[config.mk]
export PLATFORM = sky130hd
export DESIGN_NAME = lsu_ctrl_flat
export DESIGN_NICKNAME = d
export VERILOG_FILES = /design/src/rtl/lsu_ctrl_if.sv /design/src/rtl/lsu_ctrl.sv /design/src/flat_wrapper.sv
export SDC_FILE = /design/constraint.sdc
export NUM_CORES = 1
export LEC_CHECK = 0
export ABC_CLOCK_PERIOD_IN_PS = 6170
export CAP_MARGIN = 10
export CORE_MARGIN = 4
export CORE_UTILIZATION = 35
export CTS_BUF_LIST = sky130_fd_sc_hd__clkbuf_8
export DETAILED_ROUTE_END_ITERATION = 8
export GPL_ROUTABILITY_DRIVEN = 0
export HOLD_SLACK_MARGIN = 0.1
export PLACE_DENSITY = 0.64
export SYNTH_ARGS = -nofsm -noshare
export SYNTH_HDL_FRONTEND = slang
export SYNTH_SLANG_ARGS = --single-unit
[constraint.sdc]
create_clock -name clk -period 6.17 [get_ports clk]
set_input_delay 1.5425 -clock clk [delete_from_list [all_inputs] [get_ports clk]]
set_output_delay 1.5425 -clock clk [all_outputs]
set_load 0.01 [all_outputs]
[src/rtl/lsu_ctrl_if.sv]
// Request, response and memory-port bundle of the load/store sequencer.
// master = requester plus memory model, slave = lsu_ctrl.
interface lsu_ctrl_if #(
    parameter int DATA_W = 32,
    parameter int ADDR_W = 32
);
    localparam int NB = DATA_W / 8;

    logic              req_valid;
    logic              req_ready;
    logic              req_store;
    logic [2:0]        req_funct3;
    logic [ADDR_W-1:0] req_addr;
    logic [DATA_W-1:0] req_wdata;

    logic              rsp_valid;
    logic [DATA_W-1:0] rsp_rdata;
    logic              rsp_fault;

    logic              mem_read;
    logic              mem_write;
    logic [ADDR_W-1:0] mem_addr;
    logic [NB-1:0]     mem_byte_enable;
    logic [DATA_W-1:0] mem_wdata;
    logic [DATA_W-1:0] mem_rdata;
    logic              mem_resp;

    modport master (
        output req_valid, req_store, req_funct3, req_addr, req_wdata,
        input  req_ready,
        input  rsp_valid, rsp_rdata, rsp_fault,
        input  mem_read, mem_write, mem_addr, mem_byte_enable, mem_wdata,
        output mem_rdata, mem_resp
    );

    modport slave (
        input  req_valid, req_store, req_funct3, req_addr, req_wdata,
        output req_ready,
        output rsp_valid, rsp_rdata, rsp_fault,
        output mem_read, mem_write, mem_addr, mem_byte_enable, mem_wdata,
        input  mem_rdata, mem_resp
    );
endinterface

[src/rtl/lsu_ctrl.sv]
// Load/store sequencer: byte enables, lane-shifted store data, extended load data.
// Define MISALIGN_SPLIT_EN to split boundary-crossing accesses into two beats; otherwise misaligned accesses fault.
module lsu_ctrl #(
    parameter int DATA_W = 32,
    parameter int ADDR_W = 32
) (
    input logic      clk,
    input logic      rst,
    lsu_ctrl_if.slave bus
);
    localparam int NB    = DATA_W / 8;
    localparam int OFF_W = $clog2(NB);
    localparam int SPN_W = OFF_W + 2;

`ifdef MISALIGN_SPLIT_EN
    localparam bit SPLIT_EN = 1'b1;
`else
    localparam bit SPLIT_EN = 1'b0;
`endif

    typedef enum logic [1:0] {IDLE, ACC1, ACC2, RESP} state_t;

    state_t state_q, state_d;

    logic              store_q;
    logic [2:0]        funct3_q;
    logic [ADDR_W-1:0] addr_q;
    logic [DATA_W-1:0] wdata_q;
    logic [DATA_W-1:0] beat0_q;
    logic [DATA_W-1:0] beat1_q;
    logic              fault_q;

    logic latch, cap0, cap1;

    function automatic logic is_misaligned(input logic [2:0] a, input logic [1:0] sz);
        case (sz)
            2'd0:    return 1'b0;
            2'd1:    return a[0];
            2'd2:    return |a[1:0];
            default: return |a;
        endcase
    endfunction

    function automatic logic req_fault(input logic st, input logic [2:0] f3, input logic [2:0] a);
        logic f;
        f = 1'b0;
        if (f3[1:0] == 2'd3 && DATA_W == 32) f = 1'b1;
        if (st && f3[2])                     f = 1'b1;
        if (f3 == 3'b111)                    f = 1'b1;
        if (!SPLIT_EN && is_misaligned(a, f3[1:0])) f = 1'b1;
        return f;
    endfunction

    function automatic logic [2*NB-1:0] size_mask(input logic [1:0] sz);
        case (sz)
            2'd0:    return (2*NB)'(8'h01);
            2'd1:    return (2*NB)'(8'h03);
            2'd2:    return (2*NB)'(8'h0F);
            default: return (2*NB)'(8'hFF);
        endcase
    endfunction

    // Keep the low 2^sz bytes, then sign- or zero-fill the rest of the word.
    function automatic logic [DATA_W-1:0] extend(input logic [DATA_W-1:0] v,
                                                 input logic [1:0] sz, input logic uns);
        int                       nbits;
        int                       sh;
        logic [DATA_W-1:0]        keep;
        logic signed [DATA_W-1:0] sv;
        nbits = 8 << sz;
        sh    = (nbits >= DATA_W) ? 0 : DATA_W - nbits;
        keep  = {DATA_W{1'b1}} >> sh;
        sv    = signed'(v << sh) >>> sh;
        return uns ? (v & keep) : sv;
    endfunction

    logic [OFF_W-1:0]    off;
    logic [SPN_W-1:0]    span;
    logic                split;
    logic [2*NB-1:0]     be_wide;
    logic [2*DATA_W-1:0] wd_wide;
    logic [2*DATA_W-1:0] rd_cat;
    logic [ADDR_W-1:0]   base_addr;

    assign off       = addr_q[OFF_W-1:0];
    assign span      = SPN_W'(off) + (SPN_W'(1) << funct3_q[1:0]);
    assign split     = SPLIT_EN && (span > SPN_W'(NB));
    assign be_wide   = size_mask(funct3_q[1:0]) << off;
    assign wd_wide   = {{DATA_W{1'b0}}, wdata_q} << {off, 3'b000};
    assign rd_cat    = {beat1_q, beat0_q} >> {off, 3'b000};
    assign base_addr = {addr_q[ADDR_W-1:OFF_W], {OFF_W{1'b0}}};

    always_ff @(posedge clk or posedge rst) begin
        if (rst) state_q <= IDLE;
        else     state_q <= state_d;
    end

    // Strobes are gated with rst so an abandoned access releases the bus at once.
    always_comb begin
        state_d             = state_q;
        latch               = 1'b0;
        cap0                = 1'b0;
        cap1                = 1'b0;
        bus.req_ready       = 1'b0;
        bus.rsp_valid       = 1'b0;
        bus.rsp_rdata       = '0;
        bus.rsp_fault       = 1'b0;
        bus.mem_read        = 1'b0;
        bus.mem_write       = 1'b0;
        bus.mem_addr        = '0;
        bus.mem_byte_enable = '0;
        bus.mem_wdata       = '0;
        case (state_q)
            IDLE: begin
                bus.req_ready = 1'b1;
                if (bus.req_valid) begin
                    latch   = 1'b1;
                    state_d = req_fault(bus.req_store, bus.req_funct3, bus.req_addr[2:0]) ? RESP : ACC1;
                end
            end
            ACC1: begin
                bus.mem_read        = !store_q && !rst;
                bus.mem_write       = store_q && !rst;
                bus.mem_addr        = base_addr;
                bus.mem_byte_enable = be_wide[NB-1:0];
                bus.mem_wdata       = wd_wide[DATA_W-1:0];
                if (bus.mem_resp) begin
                    cap0    = 1'b1;
                    state_d = split ? ACC2 : RESP;
                end
            end
            ACC2: begin
                bus.mem_read        = !store_q && !rst;
                bus.mem_write       = store_q && !rst;
                bus.mem_addr        = base_addr + ADDR_W'(NB);
                bus.mem_byte_enable = be_wide[2*NB-1:NB];
                bus.mem_wdata       = wd_wide[2*DATA_W-1:DATA_W];
                if (bus.mem_resp) begin
                    cap1    = 1'b1;
                    state_d = RESP;
                end
            end
            RESP: begin
                bus.rsp_valid = 1'b1;
                bus.rsp_fault = fault_q;
                if (!fault_q && !store_q)
                    bus.rsp_rdata = extend(rd_cat[DATA_W-1:0], funct3_q[1:0], funct3_q[2]);
                state_d = IDLE;
            end
            default: state_d = IDLE;
        endcase
    end

    always_ff @(posedge clk or posedge rst) begin
        if (rst) begin
            store_q  <= 1'b0;
            funct3_q <= '0;
            addr_q   <= '0;
            wdata_q  <= '0;
            fault_q  <= 1'b0;
            beat0_q  <= '0;
            beat1_q  <= '0;
        end else begin
            if (latch) begin
                store_q  <= bus.req_store;
                funct3_q <= bus.req_funct3;
                addr_q   <= bus.req_addr;
                wdata_q  <= bus.req_wdata;
                fault_q  <= req_fault(bus.req_store, bus.req_funct3, bus.req_addr[2:0]);
            end
            if (cap0) beat0_q <= bus.mem_rdata;
            if (cap1) beat1_q <= bus.mem_rdata;
        end
    end
endmodule

[src/flat_wrapper.sv]
// flat-port wrapper written by rule: the top's interface ports become plain ports
module lsu_ctrl_flat 
#(
    parameter int DATA_W = 32,
    parameter int ADDR_W = 32
)
  (clk, rst, bus_req_valid, bus_req_store, bus_req_funct3, bus_req_addr, bus_req_wdata, bus_req_ready, bus_rsp_valid, bus_rsp_rdata, bus_rsp_fault, bus_mem_read, bus_mem_write, bus_mem_addr, bus_mem_byte_enable, bus_mem_wdata, bus_mem_rdata, bus_mem_resp);
  lsu_ctrl_if #(.DATA_W(DATA_W), .ADDR_W(ADDR_W)) bus_i ();
  input logic clk;
  input logic rst;
  input wire logic [$bits(bus_i.req_valid)-1:0] bus_req_valid;
  input wire logic [$bits(bus_i.req_store)-1:0] bus_req_store;
  input wire logic [$bits(bus_i.req_funct3)-1:0] bus_req_funct3;
  input wire logic [$bits(bus_i.req_addr)-1:0] bus_req_addr;
  input wire logic [$bits(bus_i.req_wdata)-1:0] bus_req_wdata;
  output wire logic [$bits(bus_i.req_ready)-1:0] bus_req_ready;
  output wire logic [$bits(bus_i.rsp_valid)-1:0] bus_rsp_valid;
  output wire logic [$bits(bus_i.rsp_rdata)-1:0] bus_rsp_rdata;
  output wire logic [$bits(bus_i.rsp_fault)-1:0] bus_rsp_fault;
  output wire logic [$bits(bus_i.mem_read)-1:0] bus_mem_read;
  output wire logic [$bits(bus_i.mem_write)-1:0] bus_mem_write;
  output wire logic [$bits(bus_i.mem_addr)-1:0] bus_mem_addr;
  output wire logic [$bits(bus_i.mem_byte_enable)-1:0] bus_mem_byte_enable;
  output wire logic [$bits(bus_i.mem_wdata)-1:0] bus_mem_wdata;
  input wire logic [$bits(bus_i.mem_rdata)-1:0] bus_mem_rdata;
  input wire logic [$bits(bus_i.mem_resp)-1:0] bus_mem_resp;
  assign bus_i.req_valid = bus_req_valid;
  assign bus_i.req_store = bus_req_store;
  assign bus_i.req_funct3 = bus_req_funct3;
  assign bus_i.req_addr = bus_req_addr;
  assign bus_i.req_wdata = bus_req_wdata;
  assign bus_req_ready = bus_i.req_ready;
  assign bus_rsp_valid = bus_i.rsp_valid;
  assign bus_rsp_rdata = bus_i.rsp_rdata;
  assign bus_rsp_fault = bus_i.rsp_fault;
  assign bus_mem_read = bus_i.mem_read;
  assign bus_mem_write = bus_i.mem_write;
  assign bus_mem_addr = bus_i.mem_addr;
  assign bus_mem_byte_enable = bus_i.mem_byte_enable;
  assign bus_mem_wdata = bus_i.mem_wdata;
  assign bus_i.mem_rdata = bus_mem_rdata;
  assign bus_i.mem_resp = bus_mem_resp;
  lsu_ctrl #(.DATA_W(DATA_W), .ADDR_W(ADDR_W)) u_core (.clk(clk), .rst(rst), .bus(bus_i));
endmodule
==> results by group <==
STA
  – Clock Skew: 0.0151 ns
  – Fin crit period: 5.12 ns
  – Final Hold Fails: 0
  – Worst Tran Pin Value: 1.09 ns
  – Final setup viols: 0
  – Max-slew violation count: 0
  – Final period util: 82.9%
  – Setup TNS: 0 ns
  – Relative slew slack: 27.1%
  – Fmax: 195 MHz
  – RSZ-0062 raised after global routing: no

Die
  – Core Area: 22600 um^2
  – # IOs: 209
  – Starting Density: 35.6%
  – Die area: 25600 um^2
  – # rows: 55
  – Die Y: 160 um
  – Die X: 160 um

Power
  – Max rail drop VDD: 0.207 mV
  – Pwr Density: 540 nW/um^2
  – Tot Pwr: 5750 uW
  – P_leak: 0.00423 uW

Detailed routing
  – DR vias/cell: 5.60
  – Routed wl met2: 11.6 mm
  – DRT iter0 DRCs: 474
  – DRT antenna net count: 0
  – DR WL met3: 1.82 mm
  – DR DRC count: 0
  – Final wirelength: 25.1 mm
  – Pre-antenna DRT Iters: 5
  – DR top layer: met5
  – M1 WL: 11.3 mm
  – DR vias: 6917
  – Routed wire per std cell: 20.3 um

Synth
  – Synth cell types: 61
  – Post-synthesis sequential area ratio: 39.4%
  – XOR/XNOR Fraction of Synth Area: 0.434%
  – Post-synthesis instance total: 771
  – Largest family of logic cells by synthesized area: multiplexers
  – Mux share of post-synthesis cell area: 28.2%
  – Adder-cell share of the synthesized area: 1.09%
  – Compound-Gate Fraction of Synth Area: 13.7%
  – Syn Std Cell Area: 8070 um^2
  – Post-synthesis async set-or-reset flop share: 100%
  – Post-synthesis simple-gate area fraction: 12.7%
  – Seq cells post-synth: 127
  – Syn avg cell area: 10.5 um^2
  – EDFF count, synth: 0
  – Synth Flop Type: dfrtp_1
  – Synth Warn #: 0

Global routing
  – Gr usage total: 19.3%
  – Vias in the first global route: 6809
  – Remaining global-route overflow: 0
  – First-pass GRT wire length: 39.2 mm
  – Largest net degree at the start of global routing: 79
  – Initial antenna violation count: 1

Finish
  – Post-layout util: 47.0%
  – Ant. Diodes: 0
  – Fillers: 2106
  – Area growth syn-to-layout: 32.0%
  – Layout cells sized above 1: 20.6%
  – Post-layout net count: 1049

Run
  – Max_cap viols: 0

Clocking
  – Worst-skew pair later-pin latency: 0.46 ns
  – Clock buffer depth: 2
  – H-Tree Depth: 4
  – Root Buffer: clkbuf_8
  – Clock transition at the registers of the reported paths: 0.07 ns
  – CTS tree: done
  – Setup bufs post-CTS: 0
  – Cts bufs inserted: 17
  – CTS Hold Bufs: 0
  – Post-CTS sizing: 0
  – CTS Sinks: 127

Setup path
  – R2R Setup Slk: 4.01 ns
  – Critical path required time: 4.63 ns
  – Worst Setup Start Kind: flop
  – Crit-path max FO: 17
  – Critical Path Sink Type: output port
  – Crit Path Class: flop to output port
  – Critical path arrival: 3.57 ns

Min path
  – Min-Delay Path Class: flop to flop

Place
  – Post-DP HPWL: 17.6 mm
  – Port Buffers: 206

Run status
  – Outcome: finished, final reports clean
==> synth_stat cells, drive strengths merged, types with 3 or more instances <==
cell type / count / share of area, %
a22oi: 10 / 0.93
buf: 41 / 2.7
a21oi: 33 / 2.0
nand4: 14 / 1.2
a31oi: 17 / 1.3
ha: 7 / 1.1
nor2b: 22 / 1.7
o22ai: 21 / 1.6
or3: 5 / 0.39
o21ai: 25 / 1.6
a32o: 6 / 0.74
clkbuf: 27 / 1.3
a211oi: 4 / 0.37
mux2i: 52 / 6.4
nand3: 15 / 0.93
and2: 14 / 1.1
o211ai: 3 / 0.28
dfrtp: 127 / 39
inv: 10 / 0.47
nor3: 18 / 1.1
nand2: 63 / 2.9
mux2: 130 / 18
nor2: 19 / 0.88
a22o: 3 / 0.33
and4: 8 / 0.88
nand2b: 3 / 0.23
xor2: 4 / 0.43
mux4: 13 / 3.6
and3: 9 / 0.70
o311ai: 4 / 0.43
a41oi: 4 / 0.43
a21o: 3 / 0.28
o2bb2ai: 8 / 0.87
==> flip-flops by register name, indices dropped and copies added, names as in the netlist <==
name / cells
u_core.beat0_q: 32
u_core.funct3_q: 3
u_core.wdata_q: 32
u_core.fault_q: 1
u_core.beat1_q: 24
u_core.state_q: 2
u_core.store_q: 1
u_core.addr_q: 32
==> worst paths after layout <==
kind	startpoint	endpoint	cells past startpoint
min in group asynchronous	rst	u_core.state_q[0]	3
worst max register to register	u_core.state_q[0]	u_core.wdata_q[29]	4
max in group asynchronous	rst	u_core.addr_q[0]	4
worst max-delay path	u_core.state_q[1]	bus_mem_wdata[21]	7
worst min-delay path	u_core.fault_q	u_core.fault_q	1
worst min register to register	u_core.fault_q	u_core.fault_q	1
==> layout by cell type (no fill, tap or decap), types with 15 or more instances in the layout <==
cell type / n
nor2_1: 19
o22ai_1: 21
a21oi_1: 33
dfrtp_1: 125
mux2i_1: 52
nand2_1: 62
nor3_1: 18
nand3_1: 15
mux2_2: 130
clkdlybuf4s50_1: 206
o21ai_0: 25
a31oi_1: 17
clkbuf_8: 18
nor2b_1: 22
==> logic make-up after synthesis <==
| family | after synthesis |
|---|---|
| simple gates | 197 |
| mux | 195 |
| compound gates | 162 |
| flops | 127 |
| buf+inv | 78 |
| fa+ha+maj | 7 |
| xor+xnor | 4 |
| other cells | 1 |
==> layout make-up <==
class                      instances  area (um^2)  share of cell area (%)
timing repair buffer             215         2130                    20.0
sequential                       127         3180                    29.9
clock inverter                    14          146                    1.37
multi-input combinational        567         4540                    42.7
clock buffer                      18          248                    2.33
inverter                          10         41.3                   0.388
tap                              285          357                    3.35
==> where the power goes <==
group / leakage [uW] / internal [uW] / switching (uW) / total [uW]
Clock: 0.000189 / 343 / 396 / 739
Sequential: 0.00151 / 1260 / 617 / 1870
Combinational: 0.00253 / 1700 / 1440 / 3140
==> critical path, stage by stage, from the launching register on <==
cell	delay [ns]
dfrtp_1	0.42
inv_1	0.13
ha_1	0.38
and2_1	0.66
nand2_1	0.40
nor2_1	0.35
a22o_1	0.20
clkdlybuf4s50_1	0.58
==> layer usage <==
layer,GRT usage [%],up-vias
met5,0,-
met4,5.40,2
met3,5.63,31
met2,30.9,267
met1,25.6,3394
li1,-,3223
==> stage by stage <==
stage	hold WS [ns]	setup WS, ns	instances	cell area (um^2)
6_report	0.505	1.05	1236	10600
5_1_grt	0.518	0.787	1236	10600
4_1_cts	0.498	1.01	1236	10600
3_5_place_dp	0.481	1.52	1204	10300
3_3_place_gp	0.474	1.58	1204	10300
2_1_floorplan	0.464	0.626	772	8080
(Power assumes the default switching activity.)
